`src/rtl/turret_scan_ctrl_if.sv`:
```
// Host readout bundle of the turret scan controller: live position, published frame and pair read port.
// frame_valid/frame_ack: frame_valid rises when a frame is published and stays high until a frame_ack pulse is seen.
interface turret_scan_ctrl_if #(
    parameter int POS_W       = 16,
    parameter int MAX_BEACONS = 4
);
    localparam int CNT_W = $clog2(MAX_BEACONS + 1);
    localparam int IDX_W = (MAX_BEACONS > 1) ? $clog2(MAX_BEACONS) : 1;

    logic [POS_W-1:0]   position;
    logic               frame_valid;
    logic               frame_ack;
    logic [CNT_W-1:0]   beacon_cnt;
    logic               overflow;
    logic [IDX_W-1:0]   rd_idx;
    logic [2*POS_W-1:0] rd_data;
    logic               stalled;

    modport slave (
        output position, frame_valid, beacon_cnt, overflow, rd_data, stalled,
        input  frame_ack, rd_idx
    );

    modport master (
        input  position, frame_valid, beacon_cnt, overflow, rd_data, stalled,
        output frame_ack, rd_idx
    );
endinterface

```
`src/rtl/turret_scan_ctrl.sv`:
```
// Turret beacon scan sequencer: encoder tracking, opto-framed revolutions, beam pair capture and frame publish.
// Optional stall detector enabled by defining TURRET_STALL_EN.
module turret_scan_ctrl #(
    parameter int POS_W       = 16,
    parameter int MAX_BEACONS = 4,
    parameter int SYNC_STAGES = 2,
    parameter int TIMEOUT_CYC = 5000000
) (
    input  logic                clk,
    input  logic                reset,
    input  logic                enable,
    input  logic                opto,
    input  logic                code_a,
    input  logic                code_b,
    input  logic                laser,
    turret_scan_ctrl_if.slave   host,
    output logic [1:0]          dbg_state
);
    localparam int CNT_W  = $clog2(MAX_BEACONS + 1);
    localparam int IDX_W  = (MAX_BEACONS > 1) ? $clog2(MAX_BEACONS) : 1;
    localparam int PAIR_W = 2 * POS_W;
    localparam logic [CNT_W-1:0] MAX_CNT = CNT_W'(MAX_BEACONS);

    typedef enum logic [1:0] {IDLE = 2'd0, ARM = 2'd1, SCAN = 2'd2, PUBLISH = 2'd3} state_e;

    state_e state_q, state_d;
    logic [SYNC_STAGES-1:0][3:0] sync_q, sync_d;
    logic [2:0]        prev_q, prev_d;
    logic [POS_W-1:0]  pos_q, pos_d;
    logic [POS_W-1:0]  start_q, start_d;
    logic              in_beam_q, in_beam_d;
    logic [CNT_W-1:0]  wcnt_q, wcnt_d;
    logic              wovf_q, wovf_d;
    logic [PAIR_W-1:0] work_q [MAX_BEACONS];
    logic [PAIR_W-1:0] work_d [MAX_BEACONS];
    logic [PAIR_W-1:0] shadow_q [MAX_BEACONS];
    logic [PAIR_W-1:0] shadow_d [MAX_BEACONS];
    logic [CNT_W-1:0]  bcnt_q, bcnt_d;
    logic              ovf_q, ovf_d;
    logic              fv_q, fv_d;

    logic [3:0] pins_s;
    logic opto_s, a_s, b_s, laser_s;
    logic opto_rise, a_rise, laser_rise, laser_fall;

    // Pin order through the chain: {laser, code_b, code_a, opto}.
    assign sync_d  = {sync_q[SYNC_STAGES-2:0], {laser, code_b, code_a, opto}};
    assign pins_s  = sync_q[SYNC_STAGES-1];
    assign opto_s  = pins_s[0];
    assign a_s     = pins_s[1];
    assign b_s     = pins_s[2];
    assign laser_s = pins_s[3];
    assign prev_d  = {laser_s, a_s, opto_s};

    assign opto_rise  = opto_s & ~prev_q[0];
    assign a_rise     = a_s & ~prev_q[1];
    assign laser_rise = laser_s & ~prev_q[2];
    assign laser_fall = ~laser_s & prev_q[2];

    always_comb begin
        state_d   = state_q;
        pos_d     = pos_q;
        start_d   = start_q;
        in_beam_d = in_beam_q;
        wcnt_d    = wcnt_q;
        wovf_d    = wovf_q;
        work_d    = work_q;
        shadow_d  = shadow_q;
        bcnt_d    = bcnt_q;
        ovf_d     = ovf_q;
        fv_d      = fv_q;

        // Index wins over a coincident A rise, which is dropped.
        if (opto_rise) begin
            pos_d = '0;
        end else if (a_rise) begin
            pos_d = b_s ? pos_q - POS_W'(1) : pos_q + POS_W'(1);
        end

        if (host.frame_ack) begin
            fv_d = 1'b0;
        end
        if (state_q == PUBLISH) begin
            shadow_d = work_q;
            bcnt_d   = wcnt_q;
            ovf_d    = wovf_q;
            fv_d     = 1'b1;
        end

        if (!enable) begin
            state_d   = IDLE;
            work_d    = '{default: '0};
            wcnt_d    = '0;
            wovf_d    = 1'b0;
            in_beam_d = 1'b0;
            start_d   = '0;
        end else begin
            case (state_q)
                IDLE: state_d = ARM;
                ARM: begin
                    if (opto_rise) begin
                        state_d   = SCAN;
                        work_d    = '{default: '0};
                        wcnt_d    = '0;
                        wovf_d    = 1'b0;
                        in_beam_d = 1'b0;
                        start_d   = '0;
                    end
                end
                SCAN: begin
                    // Uses pos_q, so a fall on the index cycle keeps the pre-reset position.
                    if (laser_fall && in_beam_q) begin
                        if (wcnt_q < MAX_CNT) begin
                            work_d[IDX_W'(wcnt_q)] = {start_q, pos_q};
                            wcnt_d = wcnt_q + CNT_W'(1);
                        end else begin
                            wovf_d = 1'b1;
                        end
                        in_beam_d = 1'b0;
                    end
                    if (laser_rise) begin
                        start_d   = pos_q;
                        in_beam_d = 1'b1;
                    end
                    if (opto_rise) begin
                        in_beam_d = 1'b0;
                        state_d   = PUBLISH;
                    end
                end
                PUBLISH: begin
                    work_d    = '{default: '0};
                    wcnt_d    = '0;
                    wovf_d    = 1'b0;
                    in_beam_d = 1'b0;
                    start_d   = '0;
                    if (laser_rise) begin
                        start_d   = pos_q;
                        in_beam_d = 1'b1;
                    end
                    state_d = SCAN;
                end
                default: state_d = IDLE;
            endcase
        end
    end

    always_ff @(posedge clk) begin
        if (reset) begin
            state_q   <= IDLE;
            sync_q    <= '0;
            prev_q    <= '0;
            pos_q     <= '0;
            start_q   <= '0;
            in_beam_q <= 1'b0;
            wcnt_q    <= '0;
            wovf_q    <= 1'b0;
            work_q    <= '{default: '0};
            shadow_q  <= '{default: '0};
            bcnt_q    <= '0;
            ovf_q     <= 1'b0;
            fv_q      <= 1'b0;
        end else begin
            state_q   <= state_d;
            sync_q    <= sync_d;
            prev_q    <= prev_d;
            pos_q     <= pos_d;
            start_q   <= start_d;
            in_beam_q <= in_beam_d;
            wcnt_q    <= wcnt_d;
            wovf_q    <= wovf_d;
            work_q    <= work_d;
            shadow_q  <= shadow_d;
            bcnt_q    <= bcnt_d;
            ovf_q     <= ovf_d;
            fv_q      <= fv_d;
        end
    end

`ifdef TURRET_STALL_EN
    localparam int ST_W = $clog2(TIMEOUT_CYC + 1);
    localparam logic [ST_W-1:0] ST_MAX = ST_W'(TIMEOUT_CYC);
    logic [ST_W-1:0] stall_cnt_q, stall_cnt_d;

    // Saturating counter doubles as the sticky stalled flag.
    always_comb begin
        stall_cnt_d = stall_cnt_q;
        if (!enable || state_q == IDLE || opto_rise) begin
            stall_cnt_d = '0;
        end else if (stall_cnt_q != ST_MAX) begin
            stall_cnt_d = stall_cnt_q + ST_W'(1);
        end
    end

    always_ff @(posedge clk) begin
        if (reset) begin
            stall_cnt_q <= '0;
        end else begin
            stall_cnt_q <= stall_cnt_d;
        end
    end

    assign host.stalled = (stall_cnt_q == ST_MAX);
`else
    logic unused_timeout;
    assign unused_timeout = (TIMEOUT_CYC > 0);
    assign host.stalled   = 1'b0;
`endif

    assign host.position    = pos_q;
    assign host.frame_valid = fv_q;
    assign host.beacon_cnt  = bcnt_q;
    assign host.overflow    = ovf_q;
    assign host.rd_data     = (CNT_W'(host.rd_idx) < bcnt_q) ? shadow_q[host.rd_idx] : '0;
    assign dbg_state        = state_q;
endmodule
```
`src/flat_wrapper.sv`:
```
// flat-port wrapper written by rule: the top's interface ports become plain ports
module turret_scan_ctrl_flat 
#(
    parameter int POS_W       = 16,
    parameter int MAX_BEACONS = 4,
    parameter int SYNC_STAGES = 2,
    parameter int TIMEOUT_CYC = 5000000
)
  (clk, reset, enable, opto, code_a, code_b, laser, dbg_state, host_position, host_frame_valid, host_beacon_cnt, host_overflow, host_rd_data, host_stalled, host_frame_ack, host_rd_idx);
  turret_scan_ctrl_if #(.POS_W(POS_W), .MAX_BEACONS(MAX_BEACONS)) host_i ();
  input  logic clk;
  input  logic reset;
  input  logic enable;
  input  logic opto;
  input  logic code_a;
  input  logic code_b;
  input  logic laser;
  output logic [1:0] dbg_state;
  output wire logic [$bits(host_i.position)-1:0] host_position;
  output wire logic [$bits(host_i.frame_valid)-1:0] host_frame_valid;
  output wire logic [$bits(host_i.beacon_cnt)-1:0] host_beacon_cnt;
  output wire logic [$bits(host_i.overflow)-1:0] host_overflow;
  output wire logic [$bits(host_i.rd_data)-1:0] host_rd_data;
  output wire logic [$bits(host_i.stalled)-1:0] host_stalled;
  input wire logic [$bits(host_i.frame_ack)-1:0] host_frame_ack;
  input wire logic [$bits(host_i.rd_idx)-1:0] host_rd_idx;
  assign host_position = host_i.position;
  assign host_frame_valid = host_i.frame_valid;
  assign host_beacon_cnt = host_i.beacon_cnt;
  assign host_overflow = host_i.overflow;
  assign host_rd_data = host_i.rd_data;
  assign host_stalled = host_i.stalled;
  assign host_i.frame_ack = host_frame_ack;
  assign host_i.rd_idx = host_rd_idx;
  turret_scan_ctrl #(.POS_W(POS_W), .MAX_BEACONS(MAX_BEACONS), .SYNC_STAGES(SYNC_STAGES), .TIMEOUT_CYC(TIMEOUT_CYC)) u_core (.clk(clk), .reset(reset), .enable(enable), .opto(opto), .code_a(code_a), .code_b(code_b), .laser(laser), .host(host_i), .dbg_state(dbg_state));
endmodule
```
`config.mk`:
```
export PLATFORM = sky130hd
export DESIGN_NAME = turret_scan_ctrl_flat
export DESIGN_NICKNAME = d
export VERILOG_FILES = /design/src/rtl/turret_scan_ctrl_if.sv /design/src/rtl/turret_scan_ctrl.sv /design/src/flat_wrapper.sv
export SDC_FILE = /design/constraint.sdc
export NUM_CORES = 1
export LEC_CHECK = 0
export CAP_MARGIN = 10
export CORE_MARGIN = 1
export CORE_UTILIZATION = 40
export DETAILED_ROUTE_END_ITERATION = 10
export PLACE_DENSITY_LB_ADDON = 0.3
export REMOVE_ABC_BUFFERS = 1
export SLEW_MARGIN = 25
export SYNTH_ARGS = -nofsm -noshare
export SYNTH_HDL_FRONTEND = slang
export SYNTH_SLANG_ARGS = --single-unit
```
`constraint.sdc`:
```
create_clock -name clk -period 3 [get_ports clk]
set_clock_uncertainty 0.2 [all_clocks]
set_input_delay 0.6 -clock clk [delete_from_list [all_inputs] [get_ports clk]]
set_output_delay 0.6 -clock clk [all_outputs]
set_load 0.01 [all_outputs]
```
== After elaboration in Yosys (flattened, before gate mapping) ==
Index checks and enable logic that the tools add are counted.

* Bits in writable memories: 0
* Bits in registers: 311
* Input port bits: 10
* ROM bits: 0
* Memories: 0
* Output and inout bits: 56
* Logic and storage cells: 95
* Latch bits: 0

* Equal/unequal tests: 10
* Shift operators: 0
* Order comparisons: 5
* Divide/modulo/power cells: 0
* Bitwise gates (word level): 11
* Add/subtract/negate cells: 3
* Reductions and logical operators: 12
* Multiply operators: 0
* Multiplexer cells: 34

{| class="wikitable"
|+ Operators with widths
! cell !! count
|-
| $mux W128 || 3
|-
| $pmux W128 S3 || 1
|-
| $bwmux W128 || 1
|-
| $mux W32 || 4
|-
| $bmux W32 S2 || 1
|-
| $demux W32 S2 || 1
|-
| $mux W16 || 4
|-
| $pmux W16 S3 || 1
|-
| $add A16 B1 Y16 const B || 1
|-
| $sub A16 B1 Y16 const B || 1
|-
| $ne A2 B1 Y1 const B || 5
|-
| $mux W1 || 9
|-
| $mux W3 || 3
|-
| $pmux W3 S3 || 1
|-
| $pmux W2 S4 || 1
|-
| $reduce_and A4 Y1 || 2
|-
| $ge A3 B3 Y1 const B || 2
|-
| $not A2 Y3 || 2
|-
| $pmux W1 S3 || 2
|-
| $reduce_and A3 Y1 || 2
|-
| $not A1 Y1 || 5
|-
| $and A1 B1 Y1 || 4
|-
| $eq A2 B2 Y1 const B || 2
|-
| $mux W2 || 2
|-
| other kinds (13) || 15
|}

== Logic depth before layout (Yosys ltp) ==
Gate-level depths: netlist of run 1.

* Depth after elaboration: 9
* Gate-level depth with buffers: 8
* Gate-level depth less buffers: 7

== Worst setup path before layout of run 1 ==
Ideal clock, no wire load.

* Path kind: input port to output port
* From: input host_rd_idx[0]
* To: output host_rd_data[10]
* Stages on the path: 4
* Buffers on the path: 2
* Required time: 2200 ps
* Slack: 388 ps
* Data arrival time: 1812 ps
* Cell sequence: clkbuf_1 buf_2 mux4_2 nor2b_1

* Word-level cells in the longest chain between the ends: 5
* Elaborated cells on any way between the ends: 6
* Those cells by class: order compare: 1; mux: 4; bitwise: 1

{| class="wikitable"
|+ Ends and longest elaborated chain
! element !! RTL line !! source
|-
| start, declared || flat_wrapper.sv:26 || <nowiki>input wire logic [$bits(host_i.rd_idx)-1:0] host_rd_idx;</nowiki>
|-
| $not A2 Y3 (not written as such) || turret_scan_ctrl.sv:213 || <nowiki>assign host.rd_data = (CNT_W'(host.rd_idx) < bcnt_q) ? shadow_q[host.rd_idx] : '0;</nowiki>
|-
| $bmux W32 S2 || turret_scan_ctrl.sv:213 ||
|-
| $mux W32 (not written as such) (2 in series) || turret_scan_ctrl.sv:213 ||
|-
| $mux W32 * || turret_scan_ctrl.sv:213 ||
|-
| end, declared || flat_wrapper.sv:23 || <nowiki>output wire logic [$bits(host_i.rd_data)-1:0] host_rd_data;</nowiki>
|}

Every way passes the cells marked *; elsewhere a longest branch is shown, timed or not. The select of a mux whose other input is x is not followed.

== Worst setup path after layout of run 1 ==
* From: register u_core.bcnt_q[1] (netlist: u_core.host.beacon_cnt[1])
* To: output host_rd_data[3]

* Word-level cells in the longest chain between the ends: 2

{| class="wikitable"
|+ Ends and longest elaborated chain
! element !! RTL line !! source
|-
| start, declared || turret_scan_ctrl.sv:38 || <nowiki>logic [CNT_W-1:0] bcnt_q, bcnt_d;</nowiki>
|-
| start signal, assigned || turret_scan_ctrl.sv:173 || <nowiki>bcnt_q <= bcnt_d;</nowiki>
|-
| $lt A2 B3 Y1 || turret_scan_ctrl.sv:213 ||
|-
| $mux W32 || turret_scan_ctrl.sv:213 ||
|}

No other way between the ends.

==> results by group, run 1 <==
Yosys
  • Post-synthesis async set-or-reset flop share: 0%
  • Post-synthesis cell type count: 50
  • Largest area contributor in the netlist: dfxtp_1
  • Synth Instances: 1264
  • Ranking of synthesized cells by area: dfxtp_1 51%, a32o_1 10%, nand2_1 8.8%
  • Synth Cell Area: 12200 µm²
  • Seq/Total Area, Yosys: 51.04%
  • Syn Area/Cell: 9.651 µm²
  • Ys Warns: 0
  • Register bit total from synthesis: 311
  • Synth Flop Type: dfxtp_1
  • Synth top area share: 51.04%
  • EDFF count, synth: 0

Worst setup path
  • CP cell instances: inv_1, ha_1, a21oi_4, nor2_4, buf_12, nor2b_1, dlygate4sd2_1
  • Startpoint types: flip-flop
  • Critical path depth in cells: 7
  • CP required: 2.20 ns
  • CP max stage delay: 0.35 ns
  • Top delay family on crit path: buffers and inverters
  • Critical R2R Launch: u_core.pins_s[2]$_SDFF_PP0_
  • Worst EP arrival: 2.11 ns
  • Setup slack, reg-to-reg: 0.24 ns
  • Worst Path Buf+Inv: 3
  • Endpoint class of the critical path: primary output
  • Critical path fanouts, max: 23
  • Crit path kind: reg -> out
  • Crit-path slowest cell: dfxtp_2
  • CP startpoint: u_core.host.beacon_cnt[1]$_SDFFE_PP0P_
  • R2R Path End: u_core.host.position[11]$_SDFFE_PP0P_
  • Reg2Reg Depth: 7
  • Critical path capture point: host_rd_data[3]

Placement
  • DPL Wire Length: 20770 µm
  • IO buf count: 64
  • GPL Wtd Cong: 0.9063
  • Placed Area: 13410 µm²

Clock network
  • Depth of the CTS H-tree: 2
  • CTS tree: yes
  • CTS max path bufs: 3
  • Root Driver: clkbuf_16
  • Num CTS Buffers: 34
  • Later-pin clock latency in the skew report: 0.50 ns
  • Clock transition at path regs: 0.06 ns
  • CTS sink cnt: 311

STA
  • Period utilization: 96.89%
  • Setup TNS: 0 ns
  • Final min period: 2.907 ns
  • Slew HR: 38.09%
  • Fin. max-slew vios: 0
  • Final hold vios: 0
  • RSZ-0062 raised after global routing: no
  • Slew @ Worst Pin: 0.9286 ns
  • Peak Freq: 344.1 MHz
  • Final setup fails: 0

Drt
  • Vias per cell: 5.634
  • Drc violations: 0
  • WL/cell: 18.71 µm
  • Antenna Nets Post-Route: 0
  • Vias: 9702
  • Total Wirelength: 32220 µm
  • DRT Pass-1 Iters: 5
  • Detailed router's first-iteration violation count: 707

Cells and area
  • Fin area: 14510 µm²
  • Antenna cells: 0
  • Share of cells above drive strength 1: 12.01%
  • Area Growth Syn to Fin: 18.97%
  • Fin nets: 1339

Global routing
  • Global-route wire length before repair: 51690 µm
  • Met1 GRT Util: 28.02%
  • GR Layer Usage met3: 3.930%
  • Met2 Use GR: 34.36%
  • GRT overflow: 0
  • Initial antenna violation count: 0
  • Number of global-route vias before repair: 9512
  • GR peak layer: met2
  • Largest net degree at the start of global routing: 75
  • GR Util All Layers: 21.03%

Die
  • Core area: 29800 µm²
  • FP Rows: 63
  • Starting density of the core: 40.94%
  • Die Y: 176.6 µm
  • Die Width: 176.6 µm
  • Die area: 31200 µm²
  • Io pins: 66

Outcome
  • Status: completed

Hold path
  • Hold Path Class: in -> reg

Power
  • Power per Cell Area: 599.0 nW/µm²
  • Pwr Total: 8.694 mW
  • Maximum VDD drop: 365.2 µV
  • Static leakage: 5.117 nW

Run
  • Max Cap Viol: 0
## flip-flops by register name, summed over array words and instances (netlist names)
register                 flops
u_core.dbg_state             2
u_core.wcnt_q                3
u_core.start_q              16
u_core.host.position        16
u_core.pins_s                4
u_core.host.overflow         1
u_core.wovf_q                1
u_core.shadow_q            128
u_core.work_q              128
u_core.host.frame_valid      1
u_core.host.beacon_cnt       3
u_core.in_beam_q             1
u_core.sync_d                4
u_core.prev_q                3
## layout by cell type (no fill, tap or decap), drive strengths merged, types with 7 or more instances in the layout
| master | n |
|---|---|
| dfxtp | 311 |
| and2 | 7 |
| nand2b | 7 |
| o21ai | 18 |
| nor2 | 43 |
| clkdlybuf4s50 | 29 |
| dlygate4sd2 | 32 |
| ha | 19 |
| nor2b | 47 |
| nand3 | 11 |
| a32oi | 11 |
| mux4 | 32 |
| a32o | 128 |
| clkbuf | 48 |
| a21oi | 161 |
| buf | 60 |
| nand2 | 285 |
## kinds of logic after synthesis
family	Yosys count	synth area share [%]
other cells	1	0.03074
xor+xnor	7	0.5026
compound gates	353	21.07
simple gates	421	14.80
buf+inv	117	4.379
fa+ha+maj	20	2.113
mux	34	6.072
flops	311	51.04
## power breakdown
group | switching (mW) | internal (mW)
sequential | 0.00857 | 4.14
clock | 1.63 | 2.59
combinational | 0.224 | 0.105
## worst min-delay path by stage
stage | depth (start not counted) | from | to | slack (ns)
CTS | 2 | reset | u_core.host.beacon_cnt[1]$_SDFFE_PP0P_ | 0.15
global route | 2 | reset | u_core.host.beacon_cnt[1]$_SDFFE_PP0P_ | 0.15
global placement | 1 | u_core.sync_d[4]$_SDFF_PP0_ | u_core.pins_s[0]$_SDFF_PP0_ | 0.22
detailed placement | 1 | u_core.sync_d[4]$_SDFF_PP0_ | u_core.pins_s[0]$_SDFF_PP0_ | 0.23
floorplan | 1 | u_core.sync_d[4]$_SDFF_PP0_ | u_core.pins_s[0]$_SDFF_PP0_ | 0.21
finish | 2 | reset | u_core.host.beacon_cnt[1]$_SDFFE_PP0P_ | 0.17
## cell type report
class	instances	area [µm²]
Clock buffer	48	964.7
Clock inverter	11	167.7
Fill cell	2813	15280
Inverter	5	18.77
Multi-Input combinational cell	836	5494
Sequential cell	311	6227
Tap cell	390	488.0
Timing Repair Buffer	121	1154
## stage by stage
stage / hold WS [ns] / instances / setup WS [ns] / utilization, %
3_3_place_gp: 0.2207 / 1663 / -0.1774 / 44.99
4_1_cts: 0.1499 / 1722 / 0.05897 / 48.71
2_1_floorplan: 0.2138 / 1152 / -2.684 / -
5_1_grt: 0.1547 / 1722 / 0.01178 / 48.71
3_5_place_dp: 0.2262 / 1663 / -0.1300 / 45.00
6_report: 0.1680 / 1722 / 0.09345 / 48.71
## routing by layer
layer	wire, µm	up-vias
met2	14920	220
met4	756	0
li1	-	4643
met3	1621	55
met1	14920	4784
met5	0	-
## synthesized netlist by cell type (all sizes together) (2+ instances only)
| master | count |
|---|---|
| a2111oi | 3 |
| a211o | 4 |
| a211oi | 5 |
| a21o | 5 |
| a21oi | 161 |
| a22oi | 6 |
| a32o | 128 |
| a32oi | 11 |
| and2 | 7 |
| and3 | 4 |
| buf | 48 |
| clkbuf | 64 |
| dfxtp | 311 |
| ha | 19 |
| inv | 5 |
| mux2i | 2 |
| mux4 | 32 |
| nand2 | 285 |
| nand2b | 7 |
| nand3 | 11 |
| nand4 | 2 |
| nor2 | 43 |
| nor2b | 47 |
| nor3 | 6 |
| nor3b | 2 |
| o211ai | 3 |
| o21a | 2 |
| o21ai | 18 |
| o21bai | 3 |
| or3 | 6 |
| xnor2 | 5 |
| xor2 | 2 |
## what timing repair did
item,4_1_cts,5_1_grt
setup endpoints to repair,32,0
hold buffers,0,0
setup buffers,0,0
resized for setup,35,0
No activity file was read; power rests on OpenSTA's default activity.
==> inputs of run 2 (changes only) <==
--- a/config.mk
+++ b/config.mk
@@ -10,7 +10,6 @@
 export CORE_UTILIZATION = 40
 export DETAILED_ROUTE_END_ITERATION = 10
 export PLACE_DENSITY_LB_ADDON = 0.3
-export REMOVE_ABC_BUFFERS = 1
 export SLEW_MARGIN = 25
 export SYNTH_ARGS = -nofsm -noshare
 export SYNTH_HDL_FRONTEND = slang
==> results by group, run 2 (synthesis gave the netlist of run 1 again) <==
Global routing
  • Number of global-route vias before repair: 9268
  • GRT overflow: 0
  • GR Util All Layers: 19.95%
  • Initial antenna violation count: 0
  • Global-route wire length before repair: 49890 µm
  • Largest net degree at the start of global routing: 134

Die
  • Core area: 29800 µm²
  • FP Rows: 63
  • Die area: 31200 µm²
  • Die Width: 176.6 µm
  • Die Y: 176.6 µm
  • Io pins: 66
  • Starting density of the core: 40.94%

Power
  • Static leakage: 5.055 nW
  • Logic gate share of total power: 3.9%
  • Reported net switching power: 1.757 mW
  • Internal power: 6.555 mW
  • Power per Cell Area: 579.3 nW/µm²
  • Clock Power Share: 46.2%
  • Sequential power share: 49.9%
  • Maximum VDD drop: 466.3 µV
  • Sw frac: 21.13%

Clock network
  • Root Driver: clkbuf_16
  • Depth of the CTS H-tree: 1
  • Hold Buf Count CTS: 0
  • CTS max path bufs: 3
  • Post-CTS Setup Bufs: 0
  • Clock transition at path regs: 0.06 ns
  • CTS tree: yes
  • Num CTS Buffers: 31
  • CTS sink cnt: 311
  • Later-pin clock latency in the skew report: 0.55 ns

Placement
  • IO buf count: 64
  • DPL Wire Length: 19080 µm
  • GPL Wtd Cong: 0.8050
  • Place WS: -0.01794 ns

Drt
  • Vias per cell: 5.631
  • Vias: 9640
  • Drc violations: 0
  • Total Wirelength: 31110 µm
  • Detailed router's first-iteration violation count: 763
  • Antenna Nets Post-Route: 0
  • DRT Pass-1 Iters: 5
  • WL/cell: 18.17 µm

Cells and area
  • Largest registers: u_core.shadow_q x128, u_core.work_q x128
  • Commonest non-fill, non-tap cell in the layout: dfxtp_1
  • Fin nets: 1332
  • Filler Cells Inserted: 2842
  • Share of cells above drive strength 1: 11.50%
  • Seq. cell area: 6226 µm²
  • Area Growth Syn to Fin: 17.62%
  • Antenna cells: 0
  • Area occupied by multi-input gates: 5485 µm²
  • Highest-count cells in the layout ignoring fill and taps: 311 x dfxtp_1, 284 x nand2_1, 158 x a21oi_1
  • Layout Utilization: 48.16%

Hold path
  • Worst Hold End: u_core.host.overflow$_SDFFE_PP0P_
  • Hold Path Depth: 2
  • Hold path start: reset
  • Hold Path Class: in -> reg

Outcome
  • Status: completed

STA
  • Final setup margin: 0.1088 ns
  • Slew @ Worst Pin: 0.8766 ns
  • Final setup fails: 0
  • Final hold vios: 0
  • Fin. max-slew vios: 0
  • Final min period: 2.891 ns
  • Slew HR: 41.56%
  • Peak Freq: 345.9 MHz
  • Min Hold Slack: 0.1730 ns
  • Period utilization: 96.37%

Run
  • Max Cap Viol: 0

Worst setup path
  • Setup slack, reg-to-reg: 0.31 ns
  • Crit-path slowest cell: dfxtp_1
  • Crit path kind: reg -> out
  • CP required: 2.20 ns
  • CP max stage delay: 0.37 ns
  • Reg2Reg Depth: 8
  • Critical R2R Launch: u_core.pins_s[2]$_SDFF_PP0_
  • R2R Path End: u_core.host.position[15]$_SDFFE_PP0P_
  • CP cell instances: inv_1, ha_1, a21oi_2, nor2_4, buf_4, nor2b_1, dlygate4sd2_1
  • Critical path fanouts, max: 10
  • Worst EP arrival: 2.09 ns
  • Worst Path Buf+Inv: 3
  • Startpoint types: flip-flop
  • Endpoint class of the critical path: primary output
  • Top delay family on crit path: buffers and inverters

Yosys
  • Syn_nets: 1294
-- run 2: power groups by stage --
stage                     sequential [mW]  combinational (mW)  clock (mW)
after floorplan                      4.24               0.187           0
after global placement               4.24               0.318           0
after detailed placement             4.24               0.321           0
after CTS                            4.15               0.322        3.93
after global routing                 4.15               0.348        4.09
final                                4.15               0.321        3.84
-- run 2: metal layers --
layer  track usage, %  part of all wire (%)  up-vias
li1                 -                     -     4617
met1            26.83                    45     4744
met2            33.45                    48      244
met3            2.878                   5.3       35
met4            5.136                   1.6        0
met5                0                     0        -
-- run 2: how the worst max path moves through the flow --
stage | from | endpoint | cells past startpoint
finish | u_core.host.beacon_cnt[1]$_SDFFE_PP0P_ | host_rd_data[8] | 7
global route | u_core.host.beacon_cnt[1]$_SDFFE_PP0P_ | host_rd_data[3] | 7
CTS | u_core.host.beacon_cnt[1]$_SDFFE_PP0P_ | host_rd_data[8] | 7
detailed placement | host_rd_idx[0] | host_rd_data[29] | 5
global placement | host_rd_idx[0] | host_rd_data[27] | 5
floorplan | host_rd_idx[0] | host_rd_data[10] | 4
-- run 2: final cells by class --
cell class              count  share of cell area (%)
flip-flops and latches    311                   43.39
multi-input cells         836                   38.23
repair buffers            117                   7.752
clock buffers              44                   6.235
well taps                 390                   3.401
clock inverters             9                  0.8633
inverters                   5                  0.1308
-- run 2: worst register-to-register path: cells and delay by family (launching register included) --
kind	cells	cell delay, ns
compound gates	4	0.84
fa+ha+maj	1	0.30
buf+inv	1	0.25
flops	1	0.52
mux	1	0.19
simple gates	1	0.32
-- run 2: repair_timing --
item,CTS,global route
gates resized for setup,33,3
setup endpoints to repair,32,30
gates cloned,0,0
-- run 2: through the flow --
stage	instances	TNS (ns)	instance area, µm²	power, mW
finish	1712	0	14350	8.312
global route	1712	-0.2451	14350	8.589
CTS	1712	0	14340	8.399
detailed placement	1659	-0.02492	13360	4.562
global placement	1659	0	13360	4.559
floorplan	1264	0	12200	4.431
